==> src/rtl/pipeline_hazard_ctrl_if.sv <==
// Pipeline hazard controller bus: decode/execute/memory hazard inputs plus stall/flush/status outputs.
interface pipeline_hazard_ctrl_if #(
  parameter int STALL_CNT_W = 32
);
  logic [4:0]             idRs1;
  logic [4:0]             idRs2;
  logic                   idUsesRs1;
  logic                   idUsesRs2;
  logic [4:0]             exRd;
  logic [1:0]             exMemOp;
  logic [1:0]             memOp;
  logic                   dmemReady;
  logic                   branchTaken;
  logic                   dmemReq;
  logic                   pcStall;
  logic                   ifidStall;
  logic                   idexStall;
  logic                   exmemStall;
  logic                   ifidFlush;
  logic                   idexFlush;
  logic                   memwbFlush;
  logic                   fault;
  logic [STALL_CNT_W-1:0] stallCycles;

  modport master (
    output idRs1, idRs2, idUsesRs1, idUsesRs2, exRd, exMemOp, memOp, dmemReady, branchTaken,
    input  dmemReq, pcStall, ifidStall, idexStall, exmemStall, ifidFlush, idexFlush, memwbFlush,
    input  fault, stallCycles
  );

  modport slave (
    input  idRs1, idRs2, idUsesRs1, idUsesRs2, exRd, exMemOp, memOp, dmemReady, branchTaken,
    output dmemReq, pcStall, ifidStall, idexStall, exmemStall, ifidFlush, idexFlush, memwbFlush,
    output fault, stallCycles
  );
endinterface

==> src/rtl/pipeline_hazard_ctrl.sv <==
// Stall/flush controller: data-memory wait with timeout fault, branch squash, load-use bubble.
// Stall/flush/dmemReq are combinational (0-cycle); fault and stallCycles are registered.
module pipeline_hazard_ctrl #(
  parameter int MEM_TIMEOUT = 16,
  parameter int STALL_CNT_W = 32
) (
  input logic                   clk,
  input logic                   reset,
  pipeline_hazard_ctrl_if.slave bus
);
  localparam int WAIT_W = $clog2(MEM_TIMEOUT + 1);
  localparam logic [WAIT_W-1:0] WAIT_LAST = WAIT_W'(MEM_TIMEOUT - 1);

  typedef enum logic [1:0] {
    ST_RUN      = 2'd0,
    ST_MEM_WAIT = 2'd1,
    ST_FAULT    = 2'd2
  } state_t;

  state_t                 r_state;
  logic [WAIT_W-1:0]      r_wait_cnt;
  logic                   r_fault;
  logic [STALL_CNT_W-1:0] r_stall_cycles;

  logic w_mem_valid;
  logic w_dmem_req;
  logic w_mem_stall;
  logic w_load_use;
  logic w_pc_stall;
  logic w_ifid_stall;
  logic w_idex_stall;
  logic w_exmem_stall;
  logic w_ifid_flush;
  logic w_idex_flush;
  logic w_memwb_flush;

  assign w_mem_valid = (bus.memOp == 2'b01) || (bus.memOp == 2'b10);
  assign w_dmem_req  = w_mem_valid && (r_state != ST_FAULT) && !reset;
  assign w_mem_stall = w_dmem_req && !bus.dmemReady;
  assign w_load_use  = (bus.exMemOp == 2'b01) && (bus.exRd != 5'd0) &&
                       ((bus.idUsesRs1 && (bus.idRs1 == bus.exRd)) ||
                        (bus.idUsesRs2 && (bus.idRs2 == bus.exRd)));

  // Memory stall outranks branch squash, which outranks the load-use bubble.
  always_comb begin
    w_pc_stall    = 1'b0;
    w_ifid_stall  = 1'b0;
    w_idex_stall  = 1'b0;
    w_exmem_stall = 1'b0;
    w_ifid_flush  = 1'b0;
    w_idex_flush  = 1'b0;
    w_memwb_flush = 1'b0;
    if (!reset) begin
      if (r_state == ST_FAULT) begin
        w_pc_stall    = 1'b1;
        w_ifid_stall  = 1'b1;
        w_idex_stall  = 1'b1;
        w_exmem_stall = 1'b1;
      end else if (w_mem_stall) begin
        w_pc_stall    = 1'b1;
        w_ifid_stall  = 1'b1;
        w_idex_stall  = 1'b1;
        w_exmem_stall = 1'b1;
        w_memwb_flush = 1'b1;
      end else if (bus.branchTaken) begin
        w_ifid_flush = 1'b1;
        w_idex_flush = 1'b1;
      end else if (w_load_use) begin
        w_pc_stall   = 1'b1;
        w_ifid_stall = 1'b1;
        w_idex_flush = 1'b1;
      end
    end
  end

  always_ff @(posedge clk) begin
    if (reset) begin
      r_state        <= ST_RUN;
      r_wait_cnt     <= '0;
      r_fault        <= 1'b0;
      r_stall_cycles <= '0;
    end else begin
      if (w_pc_stall && (r_stall_cycles != {STALL_CNT_W{1'b1}}))
        r_stall_cycles <= r_stall_cycles + 1'b1;
      case (r_state)
        ST_RUN: begin
          if (w_mem_stall) begin
            r_state    <= ST_MEM_WAIT;
            r_wait_cnt <= WAIT_W'(1);
          end
        end
        ST_MEM_WAIT: begin
          // Ready on the last allowed cycle still completes; a dropped request also releases the wait.
          if (!w_mem_stall) begin
            r_state    <= ST_RUN;
            r_wait_cnt <= '0;
          end else if (r_wait_cnt == WAIT_LAST) begin
            r_state <= ST_FAULT;
            r_fault <= 1'b1;
          end else begin
            r_wait_cnt <= r_wait_cnt + 1'b1;
          end
        end
        ST_FAULT: r_fault <= 1'b1;
        default: begin
          r_state    <= ST_RUN;
          r_wait_cnt <= '0;
        end
      endcase
    end
  end

  assign bus.dmemReq     = w_dmem_req;
  assign bus.pcStall     = w_pc_stall;
  assign bus.ifidStall   = w_ifid_stall;
  assign bus.idexStall   = w_idex_stall;
  assign bus.exmemStall  = w_exmem_stall;
  assign bus.ifidFlush   = w_ifid_flush;
  assign bus.idexFlush   = w_idex_flush;
  assign bus.memwbFlush  = w_memwb_flush;
  assign bus.fault       = r_fault;
  assign bus.stallCycles = r_stall_cycles;
endmodule

==> src/flat_wrapper.sv <==
// flat-port wrapper written by rule: the top's interface ports become plain ports
module pipeline_hazard_ctrl_flat 
#(
  parameter int MEM_TIMEOUT = 16,
  parameter int STALL_CNT_W = 32
)
  (clk, reset, bus_idRs1, bus_idRs2, bus_idUsesRs1, bus_idUsesRs2, bus_exRd, bus_exMemOp, bus_memOp, bus_dmemReady, bus_branchTaken, bus_dmemReq, bus_pcStall, bus_ifidStall, bus_idexStall, bus_exmemStall, bus_ifidFlush, bus_idexFlush, bus_memwbFlush, bus_fault, bus_stallCycles);
  pipeline_hazard_ctrl_if #(.STALL_CNT_W(STALL_CNT_W)) bus_i ();
  input logic clk;
  input logic reset;
  input wire logic [$bits(bus_i.idRs1)-1:0] bus_idRs1;
  input wire logic [$bits(bus_i.idRs2)-1:0] bus_idRs2;
  input wire logic [$bits(bus_i.idUsesRs1)-1:0] bus_idUsesRs1;
  input wire logic [$bits(bus_i.idUsesRs2)-1:0] bus_idUsesRs2;
  input wire logic [$bits(bus_i.exRd)-1:0] bus_exRd;
  input wire logic [$bits(bus_i.exMemOp)-1:0] bus_exMemOp;
  input wire logic [$bits(bus_i.memOp)-1:0] bus_memOp;
  input wire logic [$bits(bus_i.dmemReady)-1:0] bus_dmemReady;
  input wire logic [$bits(bus_i.branchTaken)-1:0] bus_branchTaken;
  output wire logic [$bits(bus_i.dmemReq)-1:0] bus_dmemReq;
  output wire logic [$bits(bus_i.pcStall)-1:0] bus_pcStall;
  output wire logic [$bits(bus_i.ifidStall)-1:0] bus_ifidStall;
  output wire logic [$bits(bus_i.idexStall)-1:0] bus_idexStall;
  output wire logic [$bits(bus_i.exmemStall)-1:0] bus_exmemStall;
  output wire logic [$bits(bus_i.ifidFlush)-1:0] bus_ifidFlush;
  output wire logic [$bits(bus_i.idexFlush)-1:0] bus_idexFlush;
  output wire logic [$bits(bus_i.memwbFlush)-1:0] bus_memwbFlush;
  output wire logic [$bits(bus_i.fault)-1:0] bus_fault;
  output wire logic [$bits(bus_i.stallCycles)-1:0] bus_stallCycles;
  assign bus_i.idRs1 = bus_idRs1;
  assign bus_i.idRs2 = bus_idRs2;
  assign bus_i.idUsesRs1 = bus_idUsesRs1;
  assign bus_i.idUsesRs2 = bus_idUsesRs2;
  assign bus_i.exRd = bus_exRd;
  assign bus_i.exMemOp = bus_exMemOp;
  assign bus_i.memOp = bus_memOp;
  assign bus_i.dmemReady = bus_dmemReady;
  assign bus_i.branchTaken = bus_branchTaken;
  assign bus_dmemReq = bus_i.dmemReq;
  assign bus_pcStall = bus_i.pcStall;
  assign bus_ifidStall = bus_i.ifidStall;
  assign bus_idexStall = bus_i.idexStall;
  assign bus_exmemStall = bus_i.exmemStall;
  assign bus_ifidFlush = bus_i.ifidFlush;
  assign bus_idexFlush = bus_i.idexFlush;
  assign bus_memwbFlush = bus_i.memwbFlush;
  assign bus_fault = bus_i.fault;
  assign bus_stallCycles = bus_i.stallCycles;
  pipeline_hazard_ctrl #(.MEM_TIMEOUT(MEM_TIMEOUT), .STALL_CNT_W(STALL_CNT_W)) u_core (.clk(clk), .reset(reset), .bus(bus_i));
endmodule
==> config.mk <==
export PLATFORM = sky130hd
export DESIGN_NAME = pipeline_hazard_ctrl_flat
export DESIGN_NICKNAME = d
export VERILOG_FILES = /design/src/rtl/pipeline_hazard_ctrl_if.sv /design/src/rtl/pipeline_hazard_ctrl.sv /design/src/flat_wrapper.sv
export SDC_FILE = /design/constraint.sdc
export NUM_CORES = 1
export LEC_CHECK = 0
export ABC_AREA = 1
export CORE_MARGIN = 2
export CORE_UTILIZATION = 56
export CTS_BUF_LIST = sky130_fd_sc_hd__clkbuf_8
export CTS_CLUSTER_SIZE = 20
export DETAILED_ROUTE_END_ITERATION = 8
export GPL_TIMING_DRIVEN = 1
export PLACE_DENSITY_LB_ADDON = 0.25
export SYNTH_ARGS = -nofsm -noshare
export SYNTH_HDL_FRONTEND = slang
export SYNTH_SLANG_ARGS = --single-unit
==> constraint.sdc <==
create_clock -name clk -period 2.9 [get_ports clk]
set_input_delay 0.58 -clock clk [delete_from_list [all_inputs] [get_ports clk]]
set_output_delay 0.58 -clock clk [all_outputs]
set_load 0.02 [all_outputs]
Word-level counts from Yosys, hierarchy flattened --
Cells that the tools add are included.
Cells by class: divide/modulo/power cells 0, bitwise operators 1, reduce and logical (&&, ||, !) cells 18, $mul 0, add/subtract/negate cells 2, multiplexer cells 29, shift-type cells 0, equality and inequality tests 15, $lt $le $gt $ge 0
Operators by type and width (count):
- 32-bit by 1-bit adder with 32-bit output (second input constant) | 1
- 32-bit != test (second input constant) | 1
- 1-bit two-way mux | 20
- 5-bit two-way mux | 3
- 5-bit one-hot mux with 3 select lines | 1
- 5-bit equality test | 2
- 3-bit AND reduction | 3
- 1-bit logical AND | 8
- 2-bit by 1-bit equality test with 1-bit output (second input constant) | 3
- 2-bit two-way mux | 3
- 2-bit by 1-bit != test with 1-bit output (second input constant) | 3
- 3-bit != test (second input constant) | 2
- 2-bit one-hot mux with 3 select lines | 1
- 5-bit by 1-bit adder with 5-bit output (second input constant) | 1
- 5-bit by 4-bit equality test with 1-bit output (second input constant) | 1
- 5-bit nonzero test | 1
- 2-bit equality test (second input constant) | 2
- 1-bit logical NOT | 2
- 2-bit logical NOT | 1
- 1-bit logical OR | 2
- 2-bit != test (second input constant) | 1
- 1-bit one-hot mux with 2 select lines | 1
- 2-bit nonzero test | 1
- 1-bit NOT | 1
Storage, ports and cells: word-level logic and storage cells 69, memories kept 0, output and inout bits 41, register bits after elaboration 40, bits in read-only memories 0, memory bits (writable) 0, latch bits 0, input bits 25

Depth between registers and ports, before layout --
Gate-level depths: netlist of run 1.
depth after elaboration 10, gate-level depth with buffers 13, depth with buffers taken out 12

Worst setup path after synthesis of run 1 --
OpenSTA, ideal clock, no wires.
path type reg2out, start point register u_core.r_state[0], end point output bus_pcStall, arrival time 1660 ps, stages on the path, launching flop included 12, data required time 2320 ps, path slack 660 ps, path buffers 2, path through dfxtp_1 inv_1 ha_1 inv_1 nand2_1 nor2_1 nand3b_2 nand2_1 nand2_1 nand2_2 buf_2 buf_4
Between the ends: longest elaborated chain between the ends 7, elaborated cells on any way between the ends 8, those cells by class 2 x eq/ne; 3 x mux; 3 x reduce/logical
Ends and longest elaborated chain:
- start: declaration | RTL line pipeline_hazard_ctrl.sv:20 | state_t r_state;
- start signal: assignment | RTL line pipeline_hazard_ctrl.sv:78 | r_state <= ST_RUN;
- start signal: assignment | RTL line pipeline_hazard_ctrl.sv:88 | r_state <= ST_MEM_WAIT;
- start signal: assignment | RTL line pipeline_hazard_ctrl.sv:95 | r_state <= ST_RUN;
- 2-bit != test | RTL line pipeline_hazard_ctrl.sv:38 | assign w_dmem_req = w_mem_valid && (r_state != ST_FAULT) && !reset;
- 1-bit logical AND (2 in a row) | RTL line pipeline_hazard_ctrl.sv:38
- 1-bit logical AND | RTL line pipeline_hazard_ctrl.sv:39 | assign w_mem_stall = w_dmem_req && !bus.dmemReady;
- 1-bit two-way mux
- 1-bit two-way mux * (2 in a row)
- end: declaration | RTL line flat_wrapper.sv:21 | output wire logic [$bits(bus_i.pcStall)-1:0] bus_pcStall;
Every way passes the cells marked *; elsewhere a longest branch is shown, timed or not.

Worst setup path after layout of run 1 --
start point input reset, end point output bus_ifidFlush
Between the ends: longest elaborated chain between the ends 6
Ends and longest elaborated chain:
- start: declaration | RTL line flat_wrapper.sv:10 | input logic reset;
- 1-bit logical NOT | RTL line pipeline_hazard_ctrl.sv:38
- 1-bit logical AND | RTL line pipeline_hazard_ctrl.sv:38
- 1-bit logical AND | RTL line pipeline_hazard_ctrl.sv:39
- 1-bit two-way mux | RTL line pipeline_hazard_ctrl.sv:59 | end else if (w_mem_stall) begin
- 1-bit two-way mux | RTL line pipeline_hazard_ctrl.sv:54 | if (r_state == ST_FAULT) begin
- 1-bit two-way mux * | RTL line pipeline_hazard_ctrl.sv:53 | if (!reset) begin
- end: declaration | RTL line flat_wrapper.sv:25 | output wire logic [$bits(bus_i.ifidFlush)-1:0] bus_ifidFlush;
Marked as above.

==> run_results.csv, run 1 <==
group,metric,value,unit
power_and_ir_drop,switchingPower,0.000284,W
timing,rsz0062_at_grt,"no",
worst_setup_path,crit_fanout,4,
power_and_ir_drop,netSwitchingFraction,0.243,
global_routing,grt_use_total,0.275,
floorplanning,initial_core_util,0.571,
power_and_ir_drop,seq_power_share,0.484,
placement,dp_hpwl,5800,um
placement,gp_congestion,0.961,
power_and_ir_drop,p_int,0.000882,W
detailed_routing,post_drt_wl_per_cell,12.4,um
floorplanning,io-pin-count,66,
power_and_ir_drop,power,0.00117,W
power_and_ir_drop,power_leakage,1.45,nW
hold_path,min_path_type,"reg -> reg",
detailed_routing,dr.pass1.iters,4,
clock_tree,cts-buffers-inserted,5,
clock_tree,clkSinkCount,40,
timing,max_freq,0.368,GHz
global_routing,top_usage_layer,"met2",
global_routing,grt_use_met1,0.353,
final_layout,fin_area,3680,um2
logic_synthesis,ys_warn_count,0,
worst_setup_path,end_kind,"primary output",
clock_tree,insertion_delay,290,ps
logic_synthesis,synth-seq-cells,40,
timing,finalCriticalPeriod,2720,ps
clock_tree,cts_buffer_depth,2,
floorplanning,die_h,75.7,um
timing,period_share,0.938,
detailed_routing,drt-total-wl,7620,um
timing,fin_ws,179,ps
logic_synthesis,ys_types,32,
floorplanning,die-area,5730,um2
worst_setup_path,crit_arrival,2140,ps
detailed_routing,drc,0,
worst_setup_path,cp-start-kind,"input port",
timing,maxSlewViolCount,0,
floorplanning,fp-row-count,26,
final_layout,final_cell_mix,"nand2_1, clkdlybuf4s50_1, nor2_1, inv_1, nand3_1",
detailed_routing,vias,3204,
clock_tree,clk_pin_slew,80,ps
worst_setup_path,criticalPathCategory,"in -> out",
global_routing,first_global_vias,2798,
timing,tightest_slew,519,ps
final_layout,final_core_util,0.730,
power_and_ir_drop,irDropWorstVdd,0.369,mV
placement,port_buffers,65,
worst_setup_path,worstReg2RegStart,"u_core.bus.stallCycles[0]",
timing,hold_viol_final,0,
final_layout,drive_gt1_frac,0.0497,
final_layout,antennaDiodeCount,0,
detailed_routing,final_antenna_net_count,0,
timing,timing.slew.headroom,0.651,
worst_setup_path,required,2320,ps
final_layout,final_common_cell,"nand2_1",
global_routing,overflow,0,
final_layout,final_nets,573,
logic_synthesis,synthesis.nets,510,
placement,dpl_cell_area,3570,um2
outcome,status,"finished clean",
logic_synthesis,postSynthCellCount,479,
power_and_ir_drop,pwr-share-clk,0.379,
global_routing,use_met3,0.0503,
clock_tree,htreeDepth,2,
logic_synthesis,netlist_area,2880,um2
worst_setup_path,crit_start,"reset",
global_routing,antenna_found_initial,0,
logic_synthesis,synth.avg_cell_area,6.01,um2
timing,skew,7.36,ps
detailed_routing,routed_via_density,5.23,
final_layout,syn_to_final_growth,27.9,%
clock_tree,ctsHoldBuffers,0,
global_routing,grt_pass1_wl,12300,um
flow_run,maxCapViolCount,0,
floorplanning,core,5040,um2
global_routing,gr-usage-met2,0.470,
hold_path,worstHoldStart,"u_core.bus.fault",
clock_tree,tritoncts,"yes",
logic_synthesis,ys_seq_area_frac,0.278,
detailed_routing,drt-initial-drc-count,209,
floorplanning,die_w,75.7,um
power_and_ir_drop,power_frac_comb,0.138,
clock_tree,cts_root_buffer,"clkbuf_8",
global_routing,grt_max_degree,38,
timing,finalSetupViolCount,0,
timing,setup-tns-final,0,ps
placement,dp_slack,-40.4,ps
power_and_ir_drop,p_per_area,317,nW/um2
stage by stage:
stage	std cells	hold slack, ps
global placement	605	452
finish	613	477
floorplan	479	445
detailed placement	605	461
global route	613	531
CTS	613	480
final timing paths:
path	end	slack (ps)	cells past startpoint
worst max register to register	u_core.bus.stallCycles[12]	510	9
worst min-delay path	u_core.bus.fault	480	2
worst max-delay path	bus_ifidFlush	180	8
worst min register to register	u_core.bus.fault	480	2
repair_timing:
item,CTS,global route
pin swaps,0,0
setup buffers,0,0
endpoints found under the setup margin,3,2
gates resized for setup,3,2
endpoints found under the hold margin,0,0
gates cloned,0,0
logic make-up (layout without fill, tap and decap cells):
family	after synthesis	in the layout	synth area share
AOI/OAI and AO/OA	45	45	0.0804
xor gates and xnor gates	15	15	0.0456
adders and majority gates	6	6	0.0261
buffers and inverters	64	128	0.0952
DFF	40	40	0.278
and+or+nand+nor	309	309	0.475
power by group through the flow:
stage          logic (W)  registers, W  clock network, W
2_1_floorplan  0.0000904      0.000579                 0
3_3_place_gp    0.000157      0.000576                 0
5_1_grt         0.000180      0.000564          0.000474
6_report        0.000161      0.000564          0.000441
3_5_place_dp    0.000162      0.000577                 0
4_1_cts         0.000161      0.000564          0.000448
metal layers:
| layer | share of wire | wire length (um) | vias to the layer above |
|---|---|---|---|
| met3 | 0.063 | 479 | 12 |
| met5 | 0 | 0 | - |
| met4 | 0.015 | 117 | 0 |
| li1 | - | - | 1653 |
| met1 | 0.44 | 3340 | 1426 |
| met2 | 0.48 | 3680 | 113 |
synth_stat cells:
library cell / n / share of area
a211oi_1: 1 / 0.0026
a21oi_1: 39 / 0.068
a31oi_1: 1 / 0.0022
buf_1: 1 / 0.0013
buf_2: 3 / 0.0052
buf_4: 2 / 0.0052
buf_6: 3 / 0.012
clkbuf_1: 6 / 0.0078
dfxtp_1: 40 / 0.28
ha_1: 6 / 0.026
inv_1: 48 / 0.063
inv_2: 1 / 0.0013
nand2_1: 163 / 0.21
nand2_2: 4 / 0.0087
nand2_4: 1 / 0.0039
nand3_1: 46 / 0.080
nand3b_1: 8 / 0.021
nand3b_2: 1 / 0.0039
nand4_1: 3 / 0.0065
nand4_4: 1 / 0.0074
nor2_1: 57 / 0.074
nor2_2: 1 / 0.0022
nor2_4: 2 / 0.0078
nor3_1: 19 / 0.033
nor3_2: 1 / 0.0035
nor3_4: 1 / 0.0057
nor4_2: 1 / 0.0043
o21ai_0: 2 / 0.0035
o21ai_1: 1 / 0.0017
o21bai_1: 1 / 0.0026
xnor2_1: 4 / 0.012
xor2_1: 11 / 0.033
sequential cells by signal, summed over array words and instances (netlist names):
signal                  cells
u_core.r_wait_cnt           5
u_core.r_state              2
u_core.bus.fault            1
u_core.bus.stallCycles     32
worst max-delay path, stage by stage:
cell             delay, ps
clkdlybuf4s50_1        490
inv_2                   40
nand2_1                 70
nor2_1                  50
nand3b_2               100
nand3_1                100
nor2_1                 100
clkdlybuf4s50_1        610
cell type report:
type,instances,area [um2]
Multi-Input combinational cell,375,1800
Fill cell,426,1360
Sequential cell,40,801
Timing Repair Buffer,71,697
Inverter,49,184
Tap cell,70,87.6
Clock buffer,5,68.8
Clock inverter,3,38.8
Note: power is estimated with default switching activity, not from simulation.
==> run 2: changes to the inputs <==
- CORE_UTILIZATION: 56 -> 55
- CTS_BUF_LIST: sky130_fd_sc_hd__clkbuf_8 -> unset
- GPL_ROUTABILITY_DRIVEN: unset -> 0
==> run_results.csv, run 2 (synthesized netlist as in run 1, its figures left out) <==
group,metric,value,unit
placement,dpl_cell_area,3580,um2
timing,maxSlewViolCount,0,
final_layout,fin_area,3710,um2
worst_setup_path,crit_fanout,4,
clock_tree,htreeDepth,2,
final_layout,syn_to_final_growth,28.8,%
hold_path,min_path_type,"reg -> reg",
power_and_ir_drop,power_leakage,1.46,nW
clock_tree,insertion_delay,290,ps
clock_tree,postCtsSetupBuffers,0,
worst_setup_path,criticalPathCategory,"in -> out",
clock_tree,ctsHoldBuffers,0,
floorplanning,initial_core_util,0.567,
final_layout,drive_gt1_frac,0.0533,
clock_tree,tritoncts,"yes",
final_layout,final_common_cell,"nand2_1",
timing,timing.slew.headroom,0.626,
timing,finalCriticalPeriod,2730,ps
timing,fin_ws,166,ps
floorplanning,die-area,5830,um2
final_layout,largest_reg_flops,32,
final_layout,antennaDiodeCount,0,
timing,finalSetupViolCount,0,
global_routing,first_global_vias,3015,
global_routing,use_met3,0.0509,
global_routing,grt_use_met1,0.342,
global_routing,grt_max_degree,38,
global_routing,overflow,0,
detailed_routing,dr.pass1.iters,4,
power_and_ir_drop,p_per_area,330,nW/um2
floorplanning,die_h,76.4,um
global_routing,top_usage_layer,"met2",
detailed_routing,drc,0,
timing,period_share,0.943,
global_routing,gr-usage-met2,0.461,
clock_tree,cts_buffer_depth,2,
clock_tree,cts_resized,3,
detailed_routing,routed_via_density,5.28,
timing,tightest_slew,557,ps
timing,max_freq,0.366,GHz
floorplanning,core,5070,um2
clock_tree,clk_pin_slew,80,ps
detailed_routing,drt-initial-drc-count,229,
final_layout,final_nets,574,
global_routing,antenna_found_initial,0,
worst_setup_path,required,2320,ps
global_routing,grt_use_total,0.269,
global_routing,grt_pass1_wl,13200,um
detailed_routing,post_drt_wl_per_cell,12.2,um
detailed_routing,vias,3243,
flow_run,maxCapViolCount,0,
final_layout,final_cell_mix,"nand2_1, clkdlybuf4s50_1, nor2_1, inv_1, nand3_1",
worst_setup_path,crit_arrival,2150,ps
power_and_ir_drop,irDropWorstVdd,0.301,mV
floorplanning,fp-row-count,26,
outcome,status,"finished clean",
floorplanning,io-pin-count,66,
placement,port_buffers,65,
detailed_routing,drt-total-wl,7490,um
timing,hold_viol_final,0,
placement,dp_hpwl,5680,um
timing,skew,8.80,ps
placement,dp_slack,-10.5,ps
clock_tree,cts_root_buffer,"clkbuf_8",
clock_tree,cts-buffers-inserted,5,
clock_tree,clkSinkCount,40,
worst_setup_path,cp-start-kind,"input port",
timing,rsz0062_at_grt,"no",
floorplanning,die_w,76.4,um
detailed_routing,final_antenna_net_count,0,
worst_setup_path,end_kind,"primary output",
-- run 2: changes by cell type in the layout (fill, tap and decap cells not counted) --
cell / delta
clkbuf_8: +2
buf_4: +1
clkinv_2: -1
inv_1: -1
-- run 2: worst max-delay path: stages --
cell	delay (ps)
clkdlybuf4s50_1	490
inv_2	40
nand2_1	80
nor2_1	50
nand3b_2	100
nand3_1	100
nor2_1	100
clkdlybuf4s50_1	610
-- run 2: path summary, 6_finish.rpt --
kind                             start                         to  slack (ps)  cells after the start
hold / removal    u_core.r_wait_cnt[4]       u_core.r_wait_cnt[4]         470                      2
hold reg to reg   u_core.r_wait_cnt[4]       u_core.r_wait_cnt[4]         470                      2
setup reg to reg     u_core.r_state[0]  u_core.bus.stallCycles[4]         590                     13
setup / recovery                 reset              bus_ifidFlush         170                      8
-- run 2: power by group --
group          internal, W  total, W  leakage [nW]  switching [W]
combinational    0.0000732  0.000161          1.08      0.0000876
sequential        0.000558  0.000564         0.323     0.00000590
clock             0.000304  0.000497        0.0645       0.000194
total             0.000935   0.00122          1.46       0.000287
-- run 2: layer usage --
layer	vias to the layer above	share of wire
met4	0	0.019
met5	-	0
li1	1658	-
met1	1459	0.45
met3	16	0.060
met2	110	0.47
-- run 2: final cells by class --
type	instances	area, um2
clock inverters	1	30.0
fillers	465	1370
clock buffers	7	96.3
well taps	70	87.6
repair buffers	72	704
multi-input cells	375	1800
inverters	49	184
flip-flops and latches	40	801
-- run 2: metrics by stage --
stage | cells | utilization | TNS (ps) | power [W] | hold WS, ps
4_1_cts | 614 | 0.730 | 0 | 0.00123 | 477
3_5_place_dp | 606 | 0.705 | -29.4 | 0.000739 | 461
3_3_place_gp | 606 | 0.705 | 0 | 0.000734 | 454
2_1_floorplan | 479 | - | 0 | 0.000669 | 445
5_1_grt | 614 | 0.731 | 0 | 0.00128 | 506
6_report | 614 | 0.731 | 0 | 0.00122 | 473
==> run 3: changes to the inputs <==
- CAP_MARGIN: unset -> 20
- TNS_END_PERCENT: unset -> 50
==> results of run 3 <==
Same layout as run 2: the final DEF is identical, and so are final timing and power.
